**src/rtl/mux_scan_pkg.sv**
```systemverilog
// mux_scan_nxw shared types: FSM state encoding and
// channel-index width helpers.
package mux_scan_pkg;

  typedef enum logic [1:0] {
    IDLE,
    SCAN,
    DRAIN
  } state_t;

  function automatic int clog2(input int n);
    int r;
    r = 0;
    for (int i = 0; i < 31; i++) begin
      if ((1 << i) < n) r = i + 1;
    end
    return r;
  endfunction

  function automatic int sel_w(input int n);
    int r;
    r = clog2(n);
    return (r < 1) ? 1 : r;
  endfunction

endpackage

```
**src/rtl/mux_scan_if.sv**
```systemverilog
// Sample-source / consumer bundle for mux_scan_nxw.
// The mux itself takes the slave side.
interface mux_scan_if #(
  parameter int N_CH = 64,
  parameter int W    = 1
);
  import mux_scan_pkg::*;

  localparam int SEL_W = sel_w(N_CH);

  logic [N_CH*W-1:0] in;
  logic              req_valid;
  logic [SEL_W-1:0]  req_sel;
  logic              req_ready;
  logic              start;
  logic [SEL_W-1:0]  scan_last;
  logic [W-1:0]      out_data;
  logic [SEL_W-1:0]  out_ch;
  logic              out_valid;
  logic              out_ready;
  logic              busy;
  logic              done;

  modport master (
    output in, req_valid, req_sel,
    output start, scan_last, out_ready,
    input  req_ready, out_data, out_ch,
    input  out_valid, busy, done
  );

  modport slave (
    input  in, req_valid, req_sel,
    input  start, scan_last, out_ready,
    output req_ready, out_data, out_ch,
    output out_valid, busy, done
  );

endinterface

```
**src/rtl/mux_nxw_sel.sv**
```systemverilog
// Combinational N_CH x W selector; indices past
// the last channel yield zero.
module mux_nxw_sel #(
  parameter int N_CH  = 64,
  parameter int W     = 1,
  parameter int SEL_W = 6
) (
  input  logic [N_CH*W-1:0] in,
  input  logic [SEL_W-1:0]  sel,
  output logic [W-1:0]      data
);

  always_comb begin
    data = '0;
    for (int c = 0; c < N_CH; c++) begin
      if (sel == SEL_W'(c)) data = in[c*W +: W];
    end
  end

endmodule

```
**src/rtl/mux_scan_nxw.sv**
```systemverilog
// Registered N-channel mux with a one-deep output
// slot, manual requests and a 0..last scan engine.
module mux_scan_nxw
  import mux_scan_pkg::*;
#(
  parameter int N_CH = 64,
  parameter int W    = 1
) (
  input  logic      clk,
  input  logic      rst,
  mux_scan_if.slave bus
);

  localparam int SEL_W = sel_w(N_CH);
  localparam logic [SEL_W-1:0] MAXCH =
    SEL_W'(N_CH - 1);

  state_t           state;
  logic [SEL_W-1:0] cnt;
  logic [SEL_W-1:0] last;
  logic [SEL_W-1:0] sel;
  logic [SEL_W-1:0] ch_q;
  logic [W-1:0]     sel_data;
  logic [W-1:0]     data_q;
  logic             vld_q;
  logic             done_q;
  logic             slot_free;
  logic             rdy;
  logic             ld;

  assign slot_free = !vld_q | bus.out_ready;

  // start wins over a same-cycle manual request
  assign rdy = !rst && (state == IDLE) &&
               !bus.start && slot_free;

  always_comb begin
    ld  = 1'b0;
    sel = cnt;
    unique case (state)
      IDLE: begin
        ld  = bus.req_valid & rdy;
        sel = bus.req_sel;
      end
      SCAN:    ld = slot_free;
      default: ld = 1'b0;
    endcase
  end

  mux_nxw_sel #(
    .N_CH  (N_CH),
    .W     (W),
    .SEL_W (SEL_W)
  ) u_sel (
    .in   (bus.in),
    .sel  (sel),
    .data (sel_data)
  );

  always_ff @(posedge clk) begin
    if (rst) begin
      state  <= IDLE;
      cnt    <= '0;
      last   <= '0;
      data_q <= '0;
      ch_q   <= '0;
      vld_q  <= 1'b0;
      done_q <= 1'b0;
    end else begin
      done_q <= 1'b0;
      if (ld) begin
        data_q <= sel_data;
        ch_q   <= sel;
        vld_q  <= 1'b1;
      end else if (vld_q && bus.out_ready) begin
        vld_q <= 1'b0;
      end
      unique case (state)
        IDLE: begin
          if (bus.start) begin
            last  <= (bus.scan_last > MAXCH) ?
                     MAXCH : bus.scan_last;
            cnt   <= '0;
            state <= SCAN;
          end
        end
        SCAN: begin
          if (slot_free) begin
            if (cnt == last) state <= DRAIN;
            else cnt <= cnt + 1'b1;
          end
        end
        DRAIN: begin
          if (vld_q && bus.out_ready) begin
            done_q <= 1'b1;
            cnt    <= '0;
            state  <= IDLE;
          end
        end
        default: state <= IDLE;
      endcase
    end
  end

  assign bus.req_ready = rdy;
  assign bus.out_data  = data_q;
  assign bus.out_ch    = ch_q;
  assign bus.out_valid = vld_q;
  assign bus.busy      = (state != IDLE);
  assign bus.done      = done_q;

endmodule

```
**src/flat_wrapper.sv**
```systemverilog
// flat-port wrapper written by rule: the top's interface ports become plain ports
module mux_scan_nxw_flat import mux_scan_pkg::*;
#(
  parameter int N_CH = 64,
  parameter int W    = 1
)
  (clk, rst, bus_in, bus_req_valid, bus_req_sel, bus_start, bus_scan_last, bus_out_ready, bus_req_ready, bus_out_data, bus_out_ch, bus_out_valid, bus_busy, bus_done);
  mux_scan_if #(.N_CH(N_CH), .W(W)) bus_i ();
  input  logic clk;
  input  logic rst;
  input wire logic [$bits(bus_i.in)-1:0] bus_in;
  input wire logic [$bits(bus_i.req_valid)-1:0] bus_req_valid;
  input wire logic [$bits(bus_i.req_sel)-1:0] bus_req_sel;
  input wire logic [$bits(bus_i.start)-1:0] bus_start;
  input wire logic [$bits(bus_i.scan_last)-1:0] bus_scan_last;
  input wire logic [$bits(bus_i.out_ready)-1:0] bus_out_ready;
  output wire logic [$bits(bus_i.req_ready)-1:0] bus_req_ready;
  output wire logic [$bits(bus_i.out_data)-1:0] bus_out_data;
  output wire logic [$bits(bus_i.out_ch)-1:0] bus_out_ch;
  output wire logic [$bits(bus_i.out_valid)-1:0] bus_out_valid;
  output wire logic [$bits(bus_i.busy)-1:0] bus_busy;
  output wire logic [$bits(bus_i.done)-1:0] bus_done;
  assign bus_i.in = bus_in;
  assign bus_i.req_valid = bus_req_valid;
  assign bus_i.req_sel = bus_req_sel;
  assign bus_i.start = bus_start;
  assign bus_i.scan_last = bus_scan_last;
  assign bus_i.out_ready = bus_out_ready;
  assign bus_req_ready = bus_i.req_ready;
  assign bus_out_data = bus_i.out_data;
  assign bus_out_ch = bus_i.out_ch;
  assign bus_out_valid = bus_i.out_valid;
  assign bus_busy = bus_i.busy;
  assign bus_done = bus_i.done;
  mux_scan_nxw #(.N_CH(N_CH), .W(W)) u_core (.clk(clk), .rst(rst), .bus(bus_i));
endmodule
```
**config.mk**
```make
export PLATFORM = sky130hd
export DESIGN_NAME = mux_scan_nxw_flat
export DESIGN_NICKNAME = d
export VERILOG_FILES = /design/src/rtl/mux_scan_pkg.sv /design/src/rtl/mux_scan_if.sv /design/src/rtl/mux_nxw_sel.sv /design/src/rtl/mux_scan_nxw.sv /design/src/flat_wrapper.sv
export SDC_FILE = /design/constraint.sdc
export NUM_CORES = 1
export LEC_CHECK = 0
export CAP_MARGIN = 20
export CORE_UTILIZATION = 40
export DETAILED_ROUTE_END_ITERATION = 7
export PLACE_DENSITY = 0.82
export SYNTH_ARGS = -nofsm -noshare
export SYNTH_HDL_FRONTEND = slang
export SYNTH_SLANG_ARGS = --single-unit
export TNS_END_PERCENT = 30
```
**constraint.sdc**
```tcl
create_clock -name clk -period 2.8 [get_ports clk]
set_clock_uncertainty 0.05 [all_clocks]
set_input_delay 0.7 -clock clk [delete_from_list [all_inputs] [get_ports clk]]
set_output_delay 0.7 -clock clk [all_outputs]
set_load 0.005 [all_outputs]
```
* After elaboration in Yosys (flattened, before gate mapping) *
Index checks and enable logic that the tools add are counted.

operators by class
  reduce and logical (&&, ||, !) cells = 16
  equality and inequality tests = 71
  add/sub/neg operators = 1
  bitwise logic cells = 3
  magnitude comparators = 1
  muxes and demuxes = 80

operators with widths
  kind                                                                     count
  6-bit == test, second input constant                                     32
  6-bit by 5-bit == test with 1-bit output, second input constant          16
  1-bit 2-to-1 mux                                                         67
  6-bit by 4-bit == test with 1-bit output, second input constant          8
  6-bit 2-to-1 mux                                                         6
  6-bit by 3-bit == test with 1-bit output, second input constant          4
  6-bit case mux with 3 select lines                                       1
  6-bit by 2-bit == test with 1-bit output, second input constant          2
  2-bit 2-to-1 mux                                                         4
  6-bit by 1-bit adder with 6-bit output, second input constant            1
  6-bit by 1-bit == test with 1-bit output, second input constant          1
  6-bit == test                                                            1
  6-bit greater-than comparator, second input constant                     1
  6-bit zero test                                                          1
  2-bit by 1-bit inequality test with 1-bit output, second input constant  3
  2-bit case mux with 3 select lines                                       1
  5-bit AND reduction                                                      1
  1-bit logical AND                                                        4
  2-bit inequality test, second input constant                             2
  4-bit AND reduction                                                      1
  2-bit nonzero test                                                       2
  1-bit zero test                                                          3
  3-bit nonzero test                                                       1
  2-bit by 1-bit == test with 1-bit output, second input constant          1
  8 further kinds                                                          8

storage, ports and cells
  register bits = 23

* Depth between registers and ports, before layout *
  depth in word-level cells = 67
  depth in mapped cells = 12

* Modules after synthesis *
A second synthesis with hierarchy kept.

second synthesis, totals
  cells, all modules = 282
  area total of the unflattened synthesis = 2423.6 um^2

modules (own cells, without submodules)
  module        instances  sequential area each (um^2)  area an instance (um^2)  cells an instance
  mux_scan_nxw  1          460.4                        1223.7                   120
  mux_nxw_sel   1          0.0                          1199.9                   162

* Worst setup path after synthesis *
OpenSTA, ideal clock, no wires.

  kind = input-to-reg
  start = input bus_req_sel[0]
  end = register u_core.data_q, in the netlist u_core.bus.out_data
  arrival time = 2.272 ns
  buffers on the path = 0
  path slack = 0.341 ns
  stages on the path = 8
  path through = or4b_4 -> o21a_2 -> o21a_1 -> a2111o_1 -> a21oi_2 -> nor4_1 -> nor4_2 -> o221ai_1

between the ends
  longest elaborated chain between the ends = 66
  elaborated cells on any way between the ends = 129
  classes of those cells = eq/ne: 63; mux: 65; reduce/logical: 1

RTL lines
  element                         RTL line            source
  from (decl)                     flat_wrapper.sv:13  input wire logic [$bits(bus_i.req_sel)-1:0] bus_req_sel;
  6-bit 2-to-1 mux *              mux_scan_nxw.sv:40  unique case (state)
  6-bit zero test                 mux_nxw_sel.sv:16   if (sel == SEL_W'(c)) data = in[c*W +: W];
  1-bit 2-to-1 mux (63 in a row)  mux_nxw_sel.sv:16
  1-bit 2-to-1 mux *              mux_nxw_sel.sv:16
  to (signal assigned)            mux_scan_nxw.sv:72  data_q <= sel_data;
  to (decl)                       mux_scan_nxw.sv:24  logic [W-1:0] data_q;

Mark *: on every way between the ends. The rest lies on a longest branch, timed or not.
A chain may end at the register's enable or synchronous reset.

* Final worst setup path *
  start = input bus_req_sel[2]
  end = register u_core.data_q, in the netlist u_core.bus.out_data

The elaborated chain is that of the path after synthesis.

==> qor.txt <==
PWR
--------------------------------------------------------------------------------------
Leak Pwr ................................................................      1.51 nW
Power Density ...........................................................   391 mW/mm²
Maximum vdd drop ........................................................     0.302 mV

WORST SETUP PATH
--------------------------------------------------------------------------------------
Category of the worst setup path capture point ..........................     register
Data arrival time of the worst path .....................................      2.84 ns
Worst-path fanout max ...................................................            6
Required time worst endpoint ............................................      2.89 ns
Kind of launch point of the worst setup path ............................   input port
Number of cells traversed by the worst register-to-register path ........            9
Crit Path Class .........................................................    in -> reg

ROUTE
--------------------------------------------------------------------------------------
Pre-Repair DR Iteration Count ...........................................            5
Violation count after the first detailed-route iteration ................          414
Total via count in the routed design ....................................         3224
Sum of routed wire length over all layers ...............................      9340 µm
Drt drc .................................................................            0
Detail-routed net length per standard cell ..............................      17.3 µm
Via/cell ratio ..........................................................         5.96
DRT antenna net count ...................................................            0

CLOCK TREE
--------------------------------------------------------------------------------------
Clock slew at the register clock pins of the worst setup and hold paths .      0.08 ns
Depth of the CTS H-tree .................................................            1
Buffer depth of the longest clock path ..................................            2
Clock tree from TritonCTS ...............................................          yes
Cell at the root of the clock tree ......................................     clkbuf_8
Post-cts hold buffer count ..............................................            0
Number of clock buffers inserted by TritonCTS ...........................            3
Clock insertion delay at the later pin of the skew report ...............      0.27 ns
Clk sinks ...............................................................           23

FINAL LAYOUT
--------------------------------------------------------------------------------------
Number of diodes added for antenna fixing ...............................            0
Final Util ..............................................................        69.2%
Area Growth Syn to Fin ..................................................        65.2%
Final nets ..............................................................          552
Share of post-route cells with drive strength above 1 ...................        21.5%
Filler cells ............................................................          474

SYNTH
--------------------------------------------------------------------------------------
Top cell type's share of synthesized area ...............................        19.8%
Count of state elements after synthesis .................................           23
Share of synthesized flip-flops with an asynchronous set or reset .......           0%
List of most frequent post-synthesis cells .............................. nor2_1, nand2_1, o21ai_0, dfxtp_1, a21oi_1
Library cell with the largest summed area after synthesis ...............      dfxtp_1
Number of synthesized flops with an enable pin ..........................            0
Synth warnings ..........................................................            0
Largest cells by area after synthesis ................................... dfxtp_1, nor2_1, nand2_1
Synth Net Count .........................................................          411
Register area share after synthesis .....................................        19.8%
Count of mapped cells out of synthesis ..................................          329
Avg Cell Area, Syn ......................................................     7.05 µm²
Primary flip-flop cell chosen by synthesis mapping ......................      dfxtp_1
Area of the mapped netlist ..............................................  0.00232 mm²
Library cell with the highest instance count after synthesis ............       nor2_1
Synth cell types ........................................................           64

GLOBAL ROUTE
--------------------------------------------------------------------------------------
First-pass GRT wire length ..............................................     14600 µm
Sum of overflow across all layers after global routing ..................            0
Number of global-route vias before repair ...............................         2942
Largest net degree at the start of global routing .......................           23
Tot GR Track Use ........................................................        30.2%
Number of antenna violations at the first check in global routing .......            0

FLOORPLAN
--------------------------------------------------------------------------------------
Rows ....................................................................           27
Die X ...................................................................      78.2 µm
Initial Utilization .....................................................        41.9%
CORE AREA ...............................................................  0.00554 mm²
Die Footprint ...........................................................  0.00611 mm²
Y dimension of the die ..................................................      78.2 µm
I/O pins ................................................................           92

JOB
--------------------------------------------------------------------------------------
Reported max-cap violation count ........................................            0

STA
--------------------------------------------------------------------------------------
Final-report max-slew violation count ...................................            0
Share of the clock period used by the worst path ........................        98.5%
Final Worst Setup Slack .................................................    0.0414 ns
Timing-limited maximum frequency ........................................    0.363 GHz
Setup violators final ...................................................            0
Clock period minus worst slack ..........................................      2.76 ns
Tightest slew margin relative to the limit ..............................        60.9%
Hold Vio Cnt, Final .....................................................            0
Transition time of the tightest slew-check pin ..........................     0.572 ns

HOLD PATH
--------------------------------------------------------------------------------------
Worst hold path stage count .............................................            2
HP Class ................................................................   reg -> reg

PLACEMENT
--------------------------------------------------------------------------------------
Last weighted congestion value of the routability-driven placer .........        0.993
Worst slack after detailed placement ....................................    -0.411 ns
Port-buffer cells .......................................................           91
Half-perimeter wire length of the detailed placement result .............      7650 µm

RUN STATUS
--------------------------------------------------------------------------------------
Run status .............................................................. finished clean

-- where the power goes --
group	switching, mW	total, mW	internal [mW]
logic	0.434	0.895	0.461
clock network	0.112	0.212	0.0997
registers	0.0303	0.392	0.361
total	0.576	1.50	0.922
-- cells in the final DEF (no fill, tap or decap), types with 3 or more instances in the layout --
cell type        synthesis  final
xnor2_1                  4      4
nand4_1                  3      3
a211oi_1                 6      6
clkbuf_8                 0      3
o31ai_1                  3      3
nand2b_1                 3      3
nand3_1                 11     11
o21ai_0                 24     24
a31oi_1                  6      6
a21oi_1                 22     21
a221oi_1                 3      3
a31o_2                   3      3
a22oi_1                  4      4
clkdlybuf4s50_1          0     88
o21ai_1                  4      4
o22ai_1                  8      8
dfxtp_1                 23     23
nor2_1                  46     45
buf_4                    1     65
nor2b_1                  7      5
nor4_2                   1      3
xor2_1                   6      6
o211ai_1                 4      4
inv_1                    5      5
a311oi_1                 4      4
nor3_1                  10     10
nor4_1                   7      5
mux2i_1                 11     11
nand2_1                 38     38
a21o_1                   3      3
-- cell families after synthesis --
| kind of cell | Yosys count | synth area share, % |
|---|---|---|
| adder cells (fa/ha/maj) | 1 | 0.539 |
| AND/OR/NAND/NOR | 136 | 28.3 |
| flip-flops | 23 | 19.8 |
| multiplexers | 14 | 6.31 |
| AO/OA/AOI/OAI | 117 | 34.8 |
| buffers and inverters | 28 | 6.41 |
| XOR/XNOR | 10 | 3.77 |
-- worst max-delay path, stage by stage --
cell	delay, ns
clkdlybuf4s50_1	0.63
nor4_2	0.08
buf_4	0.14
a31o_2	0.28
buf_4	0.14
a21oi_2	0.17
a21o_1	0.10
a31oi_1	0.07
o31ai_1	0.34
o221ai_1	0.18
-- state kept, by name, summed over array words and instances, names as in the netlist --
name / count
u_core.bus.out_valid: 1
u_core.bus.out_ch: 6
u_core.cnt: 6
u_core.bus.out_data: 1
u_core.state: 2
u_core.bus.done: 1
u_core.last: 6
-- stage by stage --
stage | hold WS, ns | cell area [µm²] | total power [mW] | instances | setup TNS, ns
2_1_floorplan | 0.431 | 2320 | 0.825 | 329 | 0
3_3_place_gp | 0.441 | 3720 | 1.24 | 536 | -0.385
3_5_place_dp | 0.444 | 3720 | 1.25 | 536 | -0.411
4_1_cts | 0.455 | 3800 | 1.48 | 540 | 0
5_1_grt | 0.476 | 3830 | 1.58 | 541 | -0.00398
6_report | 0.454 | 3830 | 1.50 | 541 | 0
-- path summary, 6_finish.rpt --
kind                                      from                                end  slack (ns)
max                             bus_req_sel[2]   u_core.bus.out_data$_SDFFE_PP0P_        0.04
min reg2reg  u_core.bus.out_ch[5]$_SDFFE_PP0P_  u_core.bus.out_ch[5]$_SDFFE_PP0P_        0.45
min          u_core.bus.out_ch[5]$_SDFFE_PP0P_  u_core.bus.out_ch[5]$_SDFFE_PP0P_        0.45
max reg2reg       u_core.state[1]$_SDFFE_PP0P_   u_core.bus.out_data$_SDFFE_PP0P_        0.22
-- metal layers --
layer  wire length, µm  vias up  track usage [%]
met5                 0        -                0
met4               254        0             8.52
met3               600       27             3.26
met2              4350      168             48.3
met1              4140     1517             42.5
li1                  -     1512                -
-- final cells by class --
| class | count | area (µm²) | share of cell area [%] |
|---|---|---|---|
| clock buffer | 3 | 41.3 | 1.08 |
| clock inverter | 1 | 5.00 | 0.131 |
| inverter | 6 | 22.5 | 0.587 |
| multi-input combinational | 278 | 1780 | 46.3 |
| sequential | 23 | 460 | 12.0 |
| tap | 72 | 90.1 | 2.35 |
| timing repair buffer | 158 | 1440 | 37.5 |
-- what timing repair did --
item | 4_1_cts | 5_1_grt
cloned | 0 | 0
resized for setup | 8 | 7
buffers inserted | 0 | 1
pin swaps | 0 | 2
setup endpoints to repair | 2 | 2
Power figures use the tool's default switching activity.
